$ cat config.mk
export PLATFORM = sky130hd
export DESIGN_NAME = asr_ring_mc
export DESIGN_NICKNAME = d
export VERILOG_FILES = /design/src/rtl/asr_ring_mc.sv
export SDC_FILE = /design/constraint.sdc
export NUM_CORES = 1
export LEC_CHECK = 0
export ABC_AREA = 0
export CORE_MARGIN = 5
export CORE_UTILIZATION = 45
export CTS_CLUSTER_DIAMETER = 200
export CTS_CLUSTER_SIZE = 10
export DETAILED_ROUTE_END_ITERATION = 10
export GPL_ROUTABILITY_DRIVEN = 0
export GPL_TIMING_DRIVEN = 0
export PLACE_DENSITY = 0.65
export SYNTH_ARGS = -nofsm -noshare
export SYNTH_HDL_FRONTEND = slang
export SYNTH_SLANG_ARGS = --single-unit
$ cat constraint.sdc
create_clock -name clk -period 3.5 [get_ports clk]
set_input_delay 0.7 -clock clk [delete_from_list [all_inputs] [get_ports clk]]
set_output_delay 0.7 -clock clk [all_outputs]
set_load 0.01 [all_outputs]
$ cat src/rtl/asr_ring_mc.sv
`default_nettype none
// ---- asr_ring_mc : multi-channel circular-buffer delay line with ----
// ---- registered tap read, fill masking and flush.   rev 1.0     ----
module asr_ring_mc #(
  parameter int WIDTH_DATA = 8,
  parameter int N_TAPS     = 16,
  parameter int N_CH       = 2
) (
  input  logic                                    clk,
  input  logic                                    clr,
  input  logic                                    en,
  input  logic [((N_CH > 1) ? $clog2(N_CH) : 1)-1:0] ch_wr,
  input  logic [WIDTH_DATA-1:0]                   d,
  input  logic                                    flush,
  input  logic                                    rd,
  input  logic [((N_CH > 1) ? $clog2(N_CH) : 1)-1:0] ch_rd,
  input  logic [$clog2(N_TAPS)-1:0]               add,
  output logic [WIDTH_DATA-1:0]                   q,
  output logic                                    q_valid,
  output logic [N_CH-1:0]                         full
);

  localparam int CHW = (N_CH > 1) ? $clog2(N_CH) : 1;
  localparam int PW  = $clog2(N_TAPS);
  localparam int FW  = $clog2(N_TAPS + 1);
  localparam int MW  = $clog2(N_CH * N_TAPS);

  logic [WIDTH_DATA-1:0] r_mem   [N_CH*N_TAPS];
  logic [PW-1:0]         r_wptr  [N_CH];
  logic [FW-1:0]         r_fill  [N_CH];
  logic [N_CH-1:0]       r_full;
  logic [WIDTH_DATA-1:0] r_q;
  logic                  r_q_valid;

  logic                  w_wr_ok;
  logic                  w_rd_ok;
  logic [CHW-1:0]        w_wr_ch;
  logic [CHW-1:0]        w_rd_ch;
  logic [MW-1:0]         w_widx;
  logic [MW-1:0]         w_ridx;
  logic                  w_mask;
  logic [31:0]           w_pos;

  always_comb begin
    w_wr_ok = ({1'b0, ch_wr} < (CHW+1)'(N_CH));
    w_rd_ok = ({1'b0, ch_rd} < (CHW+1)'(N_CH));
    w_wr_ch = w_wr_ok ? ch_wr : '0;
    w_rd_ch = w_rd_ok ? ch_rd : '0;
    w_widx  = MW'(32'(w_wr_ch) * N_TAPS + 32'(r_wptr[w_wr_ch]));
    w_mask  = !w_rd_ok || (32'(add) >= N_TAPS) ||
              (32'(add) >= 32'(r_fill[w_rd_ch]));
    // Offset by N_TAPS before subtracting so the modulo works for any depth.
    w_pos   = '0;
    if (!w_mask) begin
      w_pos = 32'(r_wptr[w_rd_ch]) + N_TAPS - 1 - 32'(add);
      if (w_pos >= N_TAPS)
        w_pos = w_pos - N_TAPS;
    end
    w_ridx  = MW'(32'(w_rd_ch) * N_TAPS + w_pos);
  end

  always_ff @(posedge clk) begin
    if (en && w_wr_ok && !flush)
      r_mem[w_widx] <= d;
  end

  always_ff @(posedge clk or posedge clr) begin
    if (clr) begin
      r_q       <= '0;
      r_q_valid <= 1'b0;
      r_full    <= '0;
      for (int c = 0; c < N_CH; c++) begin
        r_wptr[c] <= '0;
        r_fill[c] <= '0;
      end
    end else begin
      r_q_valid <= rd;
      if (rd)
        r_q <= w_mask ? '0 : r_mem[w_ridx];
      if (flush) begin
        r_full <= '0;
        for (int c = 0; c < N_CH; c++) begin
          r_wptr[c] <= '0;
          r_fill[c] <= '0;
        end
      end else if (en && w_wr_ok) begin
        r_wptr[w_wr_ch] <= (r_wptr[w_wr_ch] == PW'(N_TAPS - 1)) ?
                           '0 : r_wptr[w_wr_ch] + 1'b1;
        if (r_fill[w_wr_ch] != FW'(N_TAPS))
          r_fill[w_wr_ch] <= r_fill[w_wr_ch] + 1'b1;
        r_full[w_wr_ch] <= (r_fill[w_wr_ch] >= FW'(N_TAPS - 1));
      end
    end
  end

  assign q       = r_q;
  assign q_valid = r_q_valid;
  assign full    = r_full;

endmodule
`default_nettype wire

# Word level (Yosys, flattened, before mapping)
# Memory sizes are Yosys's and may differ from the RTL's.
# Cells that the tools add are included.
# totals
elab_cells	69
input_bits	19
ram_bits	256
regBits	29
n_memories	1
# op_classes
mux	34
n_bitwise	2
n_reduce_logical	7
n_eq_ne	2
magnitude_cmp	8
addsub	8
# memory_table
memory	words	word_bits	read_ports	rd_ports_with_merged_regs	write_ports	line_no	rtl
r_mem	32	8	1	0	1	28	logic [WIDTH_DATA-1:0] r_mem [N_CH*N_TAPS];
# op_table
op	n
$mux W5	9
$ge A32 B5 Y1 const B	1
$mux W4	8
$mux W10	3
$mux W8	3
$bwmux W10	1
$bwmux W8	1
$sub A7 B5 Y8	1
$sub A6 B1 Y7 const B	1
$add A4 B5 Y6 const B	1
$add A5 B1 Y5 const B	1
$add A5 B4 Y5	1
$add A5 B5 Y5	1
$demux W5 S1	1
$ge A4 B5 Y1	1
$ge A5 B4 Y1 const B	1
$ne A5 B5 Y1 const B	1
$sub A5 B5 Y5 const B	1
$add A4 B1 Y4 const B	1
$demux W4 S1	1
$eq A4 B4 Y1 const B	1
$ge A2 B2 Y1 const B	2
$mux W2	2
$not A1 Y2	2
10 further kinds	15

# Longest topological paths before layout
# Gate-level depths: netlist of run 1.
# An unclocked memory read counts as a cell.
# depth
word_depth	13
mapped_depth	16
depth_no_buf	13

# Worst setup path before layout of run 1
# OpenSTA, ideal clock, no wires.
# synth_path
path_kind	input -> register
start	in ch_rd
end	reg r_q[5] (netlist: q[5])
n_path_buf	3
path_stages	13
setup_ns	0.141
setup_slack_ns	-0.296
t_arrival_ns	3.655
path_cell_list	buf_1 -> mux2i_1 -> ha_1 -> fa_1 -> xor2_1 -> a21oi_1 -> a21boi_2 -> buf_6 -> buf_4 -> mux2i_1 -> o21ai_1 -> a2111oi_2 -> o221ai_1
# synth_between
elab_chain_cells	13
elab_cells_between_ends	18
cone_classes	add/sub: 5; order compare: 2; mux: 9; bitwise: 1; memory: 1
# synth_lines
element	line_no	rtl
start: declaration	16	input logic [((N_CH > 1) ? $clog2(N_CH) : 1)-1:0] ch_rd,
$not A1 Y2 (implied by the code)	51, 55	
$mux W4 (implied by the code) (3 in series)	55	w_pos = 32'(r_wptr[w_rd_ch]) + N_TAPS - 1 - 32'(add);
$add A4 B5 Y6	55	
$sub A6 B1 Y7	55	
$sub A7 B5 Y8	55	
$ge A32 B5 Y1 / $sub A5 B5 Y5 (equally long branches)	56, 57	
$mux W5	56	if (w_pos >= N_TAPS)
$mux W5	54	if (!w_mask) begin
$add A5 B5 Y5	59	w_ridx = MW'(32'(w_rd_ch) * N_TAPS + w_pos);
$mem_v2 Z32 W8	n/a	
$mux W8 *	79	r_q <= w_mask ? '0 : r_mem[w_ridx];
end signal: assignment	79	
end: declaration	32	logic [WIDTH_DATA-1:0] r_q;
# Mark *: on every way between the ends. The rest lies on a longest branch, timed or not. The select of a mux whose other input is x is not followed.
# A chain may end at the register's enable or synchronous reset.

# Worst setup path in the final report of run 1
# layout_path
start	in ch_rd
end	reg r_q[0] (netlist: q[0])
# Same word-level chain as after synthesis.

==> flow_summary.ini, run 1 <==
[run_status]
status = completed

[clock_tree]
clock_latency_ps = 510
cts_tree = yes
path_clk_slew_ps = 60
cts_buffers = 34
clock-sinks = 285
cts_root_buffer = clkbuf_16
cts_buffer_depth = 3
cts.htree.levels = 2

[critical_path]
endpoint_kind = register
worstSetupPathType = input pin to register
worst_setup_path_start_kind = input pin
arrival_ps = 3870
crit_path_max_fanout = 10
critPathRequiredTime_ps = 3940

[sta]
slew_violations = 0
tns_ps = 0
max_freq_mhz = 291.3
worst_pin_slew_ps = 1395
fin_skew_ps = 16.44
setup_viol = 0
layout_setup_ws_ps = 67.69
period_share_pct = 98.07
report.final.hold_viol_count = 0
finalCriticalPeriod_ps = 3432
maxSlewHeadroom_pct = 6.679

[routing]
drtPass1Iterations = 5
drc_errors = 0
drt_wl_total_um = 30300
wl_per_cell_um = 23.84
drtIter0Drc = 710
antenna_left = 0
num_vias = 7542
vias_per_cell = 5.934

[placement]
hpwl_um = 19800
pre_cts_slack_ps = -1715
io_buffers = 28
place_area_um2 = 12890

[floorplanning]
core-area_um2 = 26800
ioPinCount = 30
die_h_um = 174.5
die_area_um2 = 30440
start_util_pct = 45.42
rows = 60
dieWidth_um = 174.5

[global_routing]
grt_pass1_wl_um = 46310
grt_antenna_before_repair = 0
grt_max_degree = 33
grt_use_total_pct = 19.87
gr-total-overflow = 0
grt_pass1_vias = 7696

[cells_and_area]
antenna_cells = 0
nFillCells = 2176
drive_gt1_share_pct = 19.35
nets = 947
synthToLayoutAreaGrowth_pct = 17.36
fin_area_um2 = 14290

[power_and_ir_drop]
p_leak_nw = 4.728
irDropWorstVdd_mv = 0.2669
p_per_area_nw_per_um2 = 556.3

[synthesis]
synthCells = 836
ys_warn_count = 0
syn-cell-area_um2 = 12170
synth_edf_count = 256
ys_ff_latch = 285
ys_types = 76
synthFlopType = edfxtp_1
syn_nets = 872
ys_seq_area_share_pct = 69.12
async_flop_share_pct = 10.18
synth_area_per_cell_um2 = 14.56

[job]
max-cap-violations = 0

[worst_hold_path]
hp-class = input pin to asynchronous set/reset pin
## Yosys cell counts (12+ instances only)
cell | number | area [um2]
edfxtp_1 | 256 | 7687
nand2_1 | 90 | 337.8
nor2_1 | 53 | 198.9
o21ai_0 | 41 | 205.2
mux2_2 | 35 | 394.1
a21oi_1 | 34 | 170.2
mux2i_1 | 30 | 300.3
dfrtp_1 | 29 | 725.7
clkbuf_1 | 24 | 90.09
o22ai_1 | 24 | 150.1
ha_1 | 16 | 200.2
inv_1 | 15 | 56.30
a32oi_1 | 14 | 122.6
nand3_1 | 12 | 60.06
## repair_timing
item | in CTS | in global routing
endpoints found under the hold margin | 0 | 0
resized for setup | 54 | 33
endpoints found under the setup margin | 8 | 8
hold buffers | 0 | 0
cloned | 0 | 1
buffers inserted | 6 | 5
pin swaps | 11 | 11
## path summary, 6_finish.rpt
kind / from / slack, ps / cells after the start / end
max: ch_rd / 70 / 14 / q[0]$_DFFE_PP0P_
max in group asynchronous: clr / 2630 / 3 / q_valid$_DFF_PP0_
min reg2reg: r_fill[1]$_DFFE_PP0P_ / 510 / 2 / r_fill[1]$_DFFE_PP0P_
min: clr / 440 / 2 / r_fill[5]$_DFFE_PP0P_
max reg2reg: r_wptr[4]$_DFFE_PP0P_ / 220 / 12 / q[0]$_DFFE_PP0P_
min in group clk: r_fill[1]$_DFFE_PP0P_ / 510 / 2 / r_fill[1]$_DFFE_PP0P_
## metrics by stage
stage | utilization [%] | cells | hold slack, ps | total power [mW]
after floorplan | - | 836 | 469.3 | 4.402
after global placement | 48.09 | 1205 | 490.8 | 4.763
after detailed placement | 48.09 | 1205 | 500.3 | 4.778
after CTS | 52.53 | 1265 | 513.4 | 7.940
after global routing | 53.30 | 1271 | 452.7 | 8.214
final | 53.30 | 1271 | 442.7 | 7.947
## registers in the layout, summed over array words and instances, names as in the netlist
name	count
r_mem	256
q	8
r_fill	10
r_wptr	8
q_valid	1
full	2
## cell type report
class | count | area, um2 | area share (%)
inverter | 16 | 63.81 | 0.4467
sequential | 285 | 8413 | 58.89
timing repair buffer | 41 | 396.6 | 2.777
buffer | 40 | 251.5 | 1.761
clock buffer | 53 | 943.4 | 6.604
multi-input combinational | 493 | 3774 | 26.42
clock inverter | 2 | 16.27 | 0.1139
tap | 341 | 426.7 | 2.987
## kinds of logic (layout without fill, tap and decap cells)
kind of cell             count (synthesis)  count (layout)  synth area share, %
adder cells (fa/ha/maj)                 17              17                1.809
flip-flops                             285             285                69.12
buffers and inverters                   58             152                2.169
AO/OA/AOI/OAI                          197             197                11.54
AND/OR/NAND/NOR                        197             197                7.545
multiplexers                            74              74                7.237
XOR/XNOR                                 8               8               0.5756
## layout by cell type, fill, tap and decap left out, types with 9 or more instances in the layout
master           Yosys  layout
clkbuf_1            24      30
nand2_1             90      90
or3_1                9       9
buf_2               10      13
nor2_1              53      53
edfxtp_1           256     256
buf_4                1      11
a21oi_1             34      34
a32oi_1             14      14
clkdlybuf4s50_1      0      23
mux2i_1             30      23
o21ai_0             41      36
ha_1                16      13
clkbuf_2             0       9
o22ai_1             24      24
o221ai_1            10      10
nand3_1             12      11
inv_1               15      13
dfrtp_1             29      29
clkbuf_16            0      36
mux2_2              35      35
## per-layer routing
metal | GRT usage [%] | wire [um]
met1 | 26.66 | 12770
met2 | 32.61 | 14650
met3 | 3.936 | 1975
met4 | 6.730 | 908
met5 | 0 | 0
## critical path, cell delays in order
cell and delay (ps):
clkbuf_4 160, buf_8 150, mux2i_4 290, ha_4 250, fa_2 440, buf_4 210
nand2_1 100, o21ai_0 80, a21oi_1 400, clkbuf_2 300, o21ai_0 100, o21ai_0 410
a32oi_1 180, o21ai_1 100
## power breakdown
part	switching [mW]	internal, mW
Clock	1.27	1.84
Sequential	0.0335	3.75
Combinational	0.656	0.395
Total	1.96	5.99
No activity file was read; power rests on OpenSTA's default activity.
==> run 2, diff against run 1 <==
--- a/config.mk
+++ b/config.mk
@@ -14,6 +14,7 @@
 export GPL_ROUTABILITY_DRIVEN = 0
 export GPL_TIMING_DRIVEN = 0
 export PLACE_DENSITY = 0.65
+export SETUP_SLACK_MARGIN = 0.15
 export SYNTH_ARGS = -nofsm -noshare
 export SYNTH_HDL_FRONTEND = slang
 export SYNTH_SLANG_ARGS = --single-unit
==> run 2 against run 1 <==
  * Wire length down 1.2%
  * Clock power up 2%
  * Cell count up 0.55%
  * Global-route usage down 0.51 points
  * Design area up 1.0%
  * Register-to-register slack better by 80 ps
  * First-iteration DRC count up 2.7%
  * Worst hold slack better by 66 ps
  * Total power up 0.87%
  * Flip-flop and latch count unchanged
==> flow_summary.ini, run 2 (synthesis gave the netlist of run 1 again) <==
[sta]
slew_violations = 0
whs_ps = 509.2
finalCriticalPeriod_ps = 3271
maxSlewHeadroom_pct = 6.268
report.final.hold_viol_count = 0
setup_viol = 0
max_freq_mhz = 305.7
period_share_pct = 93.45
fin_skew_ps = 19.69
worst_pin_slew_ps = 1402
rsz0062_at_grt = true

[critical_path]
arrival_ps = 3650
endpoint_kind = register
crit_path_max_fanout = 10
critPathMaxStageDelay_ps = 470
worst_setup_path_start_kind = input pin
worstSetupPathType = input pin to register
cp_num_cells = 12
r2r_slack_ps = 300
path_delay_family = compound AO/OA/AOI/OAI gates
crit_top_cell = buf_12
cp_slowest_cell = a2111oi_2
crit_buf_inv = 4
crit_chain = buf_6, buf_12, buf_12, mux2_2, ha_1, nand2b_4, a2111o_1, nand3_2, nand3_1, clkbuf_4, a2111oi_2, o211ai_1
r2r_cells = 11
critPathRequiredTime_ps = 3880

[clock_tree]
clock-sinks = 285
cts_buffer_depth = 3
clock_latency_ps = 520
path_clk_slew_ps = 60
cts_buffers = 34
hold_buffers = 0
cts.htree.levels = 2
cts_root_buffer = clkbuf_16
cts_tree = yes

[floorplanning]
start_util_pct = 45.42
dieWidth_um = 174.5
die_h_um = 174.5
rows = 60
core-area_um2 = 26800
die_area_um2 = 30440
ioPinCount = 30

[placement]
placedCellCount = 1205
hpwl_um = 19580
io_buffers = 28

[routing]
wl_met2_um = 14210
antenna_left = 0
drt_wl_total_um = 29950
vias_per_cell = 5.930
drtIter0Drc = 729
num_vias = 7578
drc_errors = 0
drtPass1Iterations = 5
dr_wl_met3_um = 1820
wl_met1_um = 13220
highest_layer = met4
wl_per_cell_um = 23.43

[cells_and_area]
final_cell_mix = edfxtp_1 (256), nand2_1 (89), nor2_1 (53)
nets = 952
final_common_cell = edfxtp_1
final_cells = 1278
synthToLayoutAreaGrowth_pct = 18.53
nFillCells = 2152
drive_gt1_share_pct = 19.85
largest_reg_flops = 256
largestRegisters = r_mem (256), r_fill (10)
antenna_cells = 0
largest-register = r_mem
final_util_pct = 53.83

[power_and_ir_drop]
p_leak_nw = 4.789
p_per_area_nw_per_um2 = 555.6
irDropWorstVdd_mv = 0.3047
p_total_mw = 8.016

[job]
max-cap-violations = 0

[global_routing]
grt_antenna_before_repair = 0
grt_pass1_wl_um = 45310
gr-total-overflow = 0
grt_use_total_pct = 19.35
grt_pass1_vias = 7473
grt_max_degree = 33

[worst_hold_path]
hp-class = register to register
hold_depth = 1

[run_status]
status = completed
==> run 2: where the power goes <==
| part | internal, mW | switching (mW) | total (mW) |
|---|---|---|---|
| registers | 3.75 | 0.0302 | 3.78 |
| clock network | 1.86 | 1.31 | 3.16 |
| logic | 0.419 | 0.652 | 1.07 |
==> run 2: through the flow <==
step / setup TNS, ps / instance area (um2) / setup slack [ps]
4_1_cts: 0 / 14200 / 139.6
3_3_place_gp: -12490 / 12920 / -1734
3_5_place_dp: -12930 / 12920 / -1798
2_1_floorplan: 0 / 12210 / 144.2
5_1_grt: 0 / 14430 / 136.8
6_report: 0 / 14430 / 229.2
==> run 2: worst paths after layout <==
path	start	end
setup reg to reg	r_wptr[4]$_DFFE_PP0P_	q[0]$_DFFE_PP0P_
hold reg to reg	r_fill[0]$_DFFE_PP0P_	r_fill[0]$_DFFE_PP0P_
max in group asynchronous	clr	r_fill[4]$_DFFE_PP0P_
setup / recovery	ch_rd	q[7]$_DFFE_PP0P_
hold / removal	r_fill[0]$_DFFE_PP0P_	r_fill[0]$_DFFE_PP0P_
min in group asynchronous	clr	full[0]$_DFFE_PP0P_
==> run 2: layout make-up <==
| type | instances | area (um2) | share of cell area, % |
|---|---|---|---|
| inverters | 16 | 60.06 | 0.4163 |
| plain buffers | 42 | 280.3 | 1.943 |
| multi-input cells | 493 | 3807 | 26.39 |
| repair buffers | 44 | 452.9 | 3.139 |
| flip-flops and latches | 285 | 8413 | 58.31 |
| well taps | 341 | 426.7 | 2.957 |
| clock buffers | 54 | 947.2 | 6.565 |
| clock inverters | 3 | 40.04 | 0.2775 |
==> run 2: per-layer routing <==
| layer | global-route usage [%] | vias to the layer above |
|---|---|---|
| met2 | 30.96 | 279 |
| met1 | 27.75 | 3815 |
| met4 | 5.345 | 0 |
| met5 | 0 | - |
| met3 | 3.067 | 54 |
| li1 | - | 3430 |
==> run 2: what timing repair did <==
item	in CTS	in global routing
pin swaps	12	16
setup buffers	8	5
endpoints found under the setup margin	8	8
cloned	1	1
hold endpoints to repair	0	0
gates resized for setup	57	32
==> run 3, diff against run 2 <==
--- a/config.mk
+++ b/config.mk
@@ -15,6 +15,7 @@
 export GPL_TIMING_DRIVEN = 0
 export PLACE_DENSITY = 0.65
 export SETUP_SLACK_MARGIN = 0.15
+export SKIP_LAST_GASP = 1
 export SYNTH_ARGS = -nofsm -noshare
 export SYNTH_HDL_FRONTEND = slang
 export SYNTH_SLANG_ARGS = --single-unit
==> constraint.sdc (replaced) <==
create_clock -name clk -period 3.5 [get_ports clk]
set_input_delay 0.875 -clock clk [delete_from_list [all_inputs] [get_ports clk]]
set_output_delay 0.875 -clock clk [all_outputs]
set_load 0.01 [all_outputs]
==> run 3 against run 2 <==
  * Flip-flop and latch count did not move
  * Cell count is the same
  * Critical path depth is 3 higher
  * First-iteration DRC count grew 2.7%
  * Critical endpoint unchanged
  * Wire length is 2.2% higher
  * Worst setup slack lost 140 ps
  * Worst hold slack better by 7.0 ps
  * Highest routed layer unchanged
  * Via count down 0.41%
  * Count of clock-buffer cells in the layout down 2
==> flow_summary.ini, run 3 (synthesis gave the netlist of run 1 again) <==
[sta]
fin_skew_ps = 23.90
finalCriticalPeriod_ps = 3413
report.final.hold_viol_count = 0
period_share_pct = 97.50
setup_viol = 0
maxSlewHeadroom_pct = 6.852
whs_ps = 516.1
worst_pin_slew_ps = 1393
slew_violations = 0
max_freq_mhz = 293.0
rsz0062_at_grt = true

[cells_and_area]
largest-register = r_mem
nets = 954
synthToLayoutAreaGrowth_pct = 19.88
largestRegisters = r_mem (256), r_fill (10)
final_common_cell = edfxtp_1
final_cells = 1278
largest_reg_flops = 256
fin_area_um2 = 14590
final_cell_mix = edfxtp_1 (256), nand2_1 (89), nor2_1 (53)
antenna_cells = 0
drive_gt1_share_pct = 21.02

[clock_tree]
cts_buffer_depth = 3
path_clk_slew_ps = 50
cts_tree = yes
hold_buffers = 0
clock_latency_ps = 520
cts_buffers = 34
clock-sinks = 285
cts.htree.levels = 2
cts_root_buffer = clkbuf_16

[critical_path]
cp_slowest_cell = fa_2
endpoint_kind = register
critPathMaxStageDelay_ps = 430
critPathRequiredTime_ps = 3930
worst_setup_path_start_kind = input pin
crit_path_max_fanout = 5
arrival_ps = 3850
worstSetupPathType = input pin to register
crit_top_cell = buf_12
crit_chain = buf_12, buf_12, mux2i_4, ha_4, fa_2, xor2_2, a21oi_2, a21boi_4, buf_8, buf_12, buf_12, a22oi_2, o2111a_1, or3_4, o211ai_1

[placement]
place_area_um2 = 12940
placedCellCount = 1205
io_buffers = 28
hpwl_um = 19660

[floorplanning]
die_h_um = 174.5
dieWidth_um = 174.5
start_util_pct = 45.42
core-area_um2 = 26800
die_area_um2 = 30440
rows = 60
ioPinCount = 30

[power_and_ir_drop]
p_per_area_nw_per_um2 = 551.5
p_leak_nw = 4.872
p_total_mw = 8.048
irDropWorstVdd_mv = 0.3032

[routing]
wl_per_cell_um = 23.94
num_vias = 7547
drc_errors = 0
drtPass1Iterations = 5
vias_per_cell = 5.905
drtIter0Drc = 749
drt_wl_total_um = 30600
antenna_left = 0

[global_routing]
gr-total-overflow = 0
grt_pass1_vias = 7516
grt_use_total_pct = 19.74
grt_pass1_wl_um = 45550
grt_antenna_before_repair = 0
grt_max_degree = 33

[worst_hold_path]
hp-class = register to register

[job]
max-cap-violations = 0

[run_status]
status = completed
## run 3: stage by stage
stage | worst slack [ps] | TNS, ps | util [%]
2_1_floorplan | -36.07 | -41.06 | -
3_3_place_gp | -1778 | -18760 | 48.29
3_5_place_dp | -1797 | -24250 | 48.29
4_1_cts | 136.9 | 0 | 53.89
5_1_grt | -46.63 | -83.97 | 54.44
6_report | 87.38 | 0 | 54.44
## run 3: area by class of cell
type	count	area (um2)
clock inverters	3	40.04
inverters	16	60.06
multi-input cells	493	3859
flip-flops and latches	285	8413
fillers	2079	12210
clock buffers	52	939.7
plain buffers	42	290.3
well taps	341	426.7
repair buffers	46	563.0
## run 3: per-layer routing
| metal | wire length [um] | part of all wire, % | vias up | GRT usage (%) |
|---|---|---|---|---|
| met3 | 2571 | 8.4 | 62 | 4.785 |
| met4 | 935 | 3.1 | 0 | 6.071 |
| met1 | 12440 | 41 | 3732 | 26.27 |
| met2 | 14640 | 48 | 334 | 32.28 |
| li1 | - | - | 3419 | - |
| met5 | 0 | 0 | - | 0 |
## run 3: final timing paths
path	slack (ps)	endpoint	from	cells after the start
setup / recovery	90	q[7]$_DFFE_PP0P_	ch_rd	15
hold / removal	520	q[1]$_DFFE_PP0P_	q[1]$_DFFE_PP0P_	2
setup reg to reg	270	q[7]$_DFFE_PP0P_	r_wptr[5]$_DFFE_PP0P_	13
hold reg to reg	520	q[1]$_DFFE_PP0P_	q[1]$_DFFE_PP0P_	2
max in group asynchronous	2190	r_fill[3]$_DFFE_PP0P_	clr	3
min in group asynchronous	790	r_wptr[5]$_DFFE_PP0P_	clr	2
## run 3: critical path: cells and delay by family
| family | cells | cell delay (ps) |
|---|---|---|
| compound gates | 5 | 880 |
| fa+ha+maj | 2 | 680 |
| buf+inv | 5 | 600 |
| simple gates | 1 | 340 |
| mux | 1 | 290 |
| xor+xnor | 1 | 180 |
## run 3: power breakdown
group	switching (mW)	internal [mW]
combinational	0.688	0.452
clock	1.28	1.85
sequential	0.0251	3.75
total	2.00	6.05
## run 3: repair_timing
item,4_1_cts,5_1_grt
endpoints found under the setup margin,8,8
gates cloned,3,0
buffers inserted,12,1
resized for setup,80,28
pin swaps,26,13
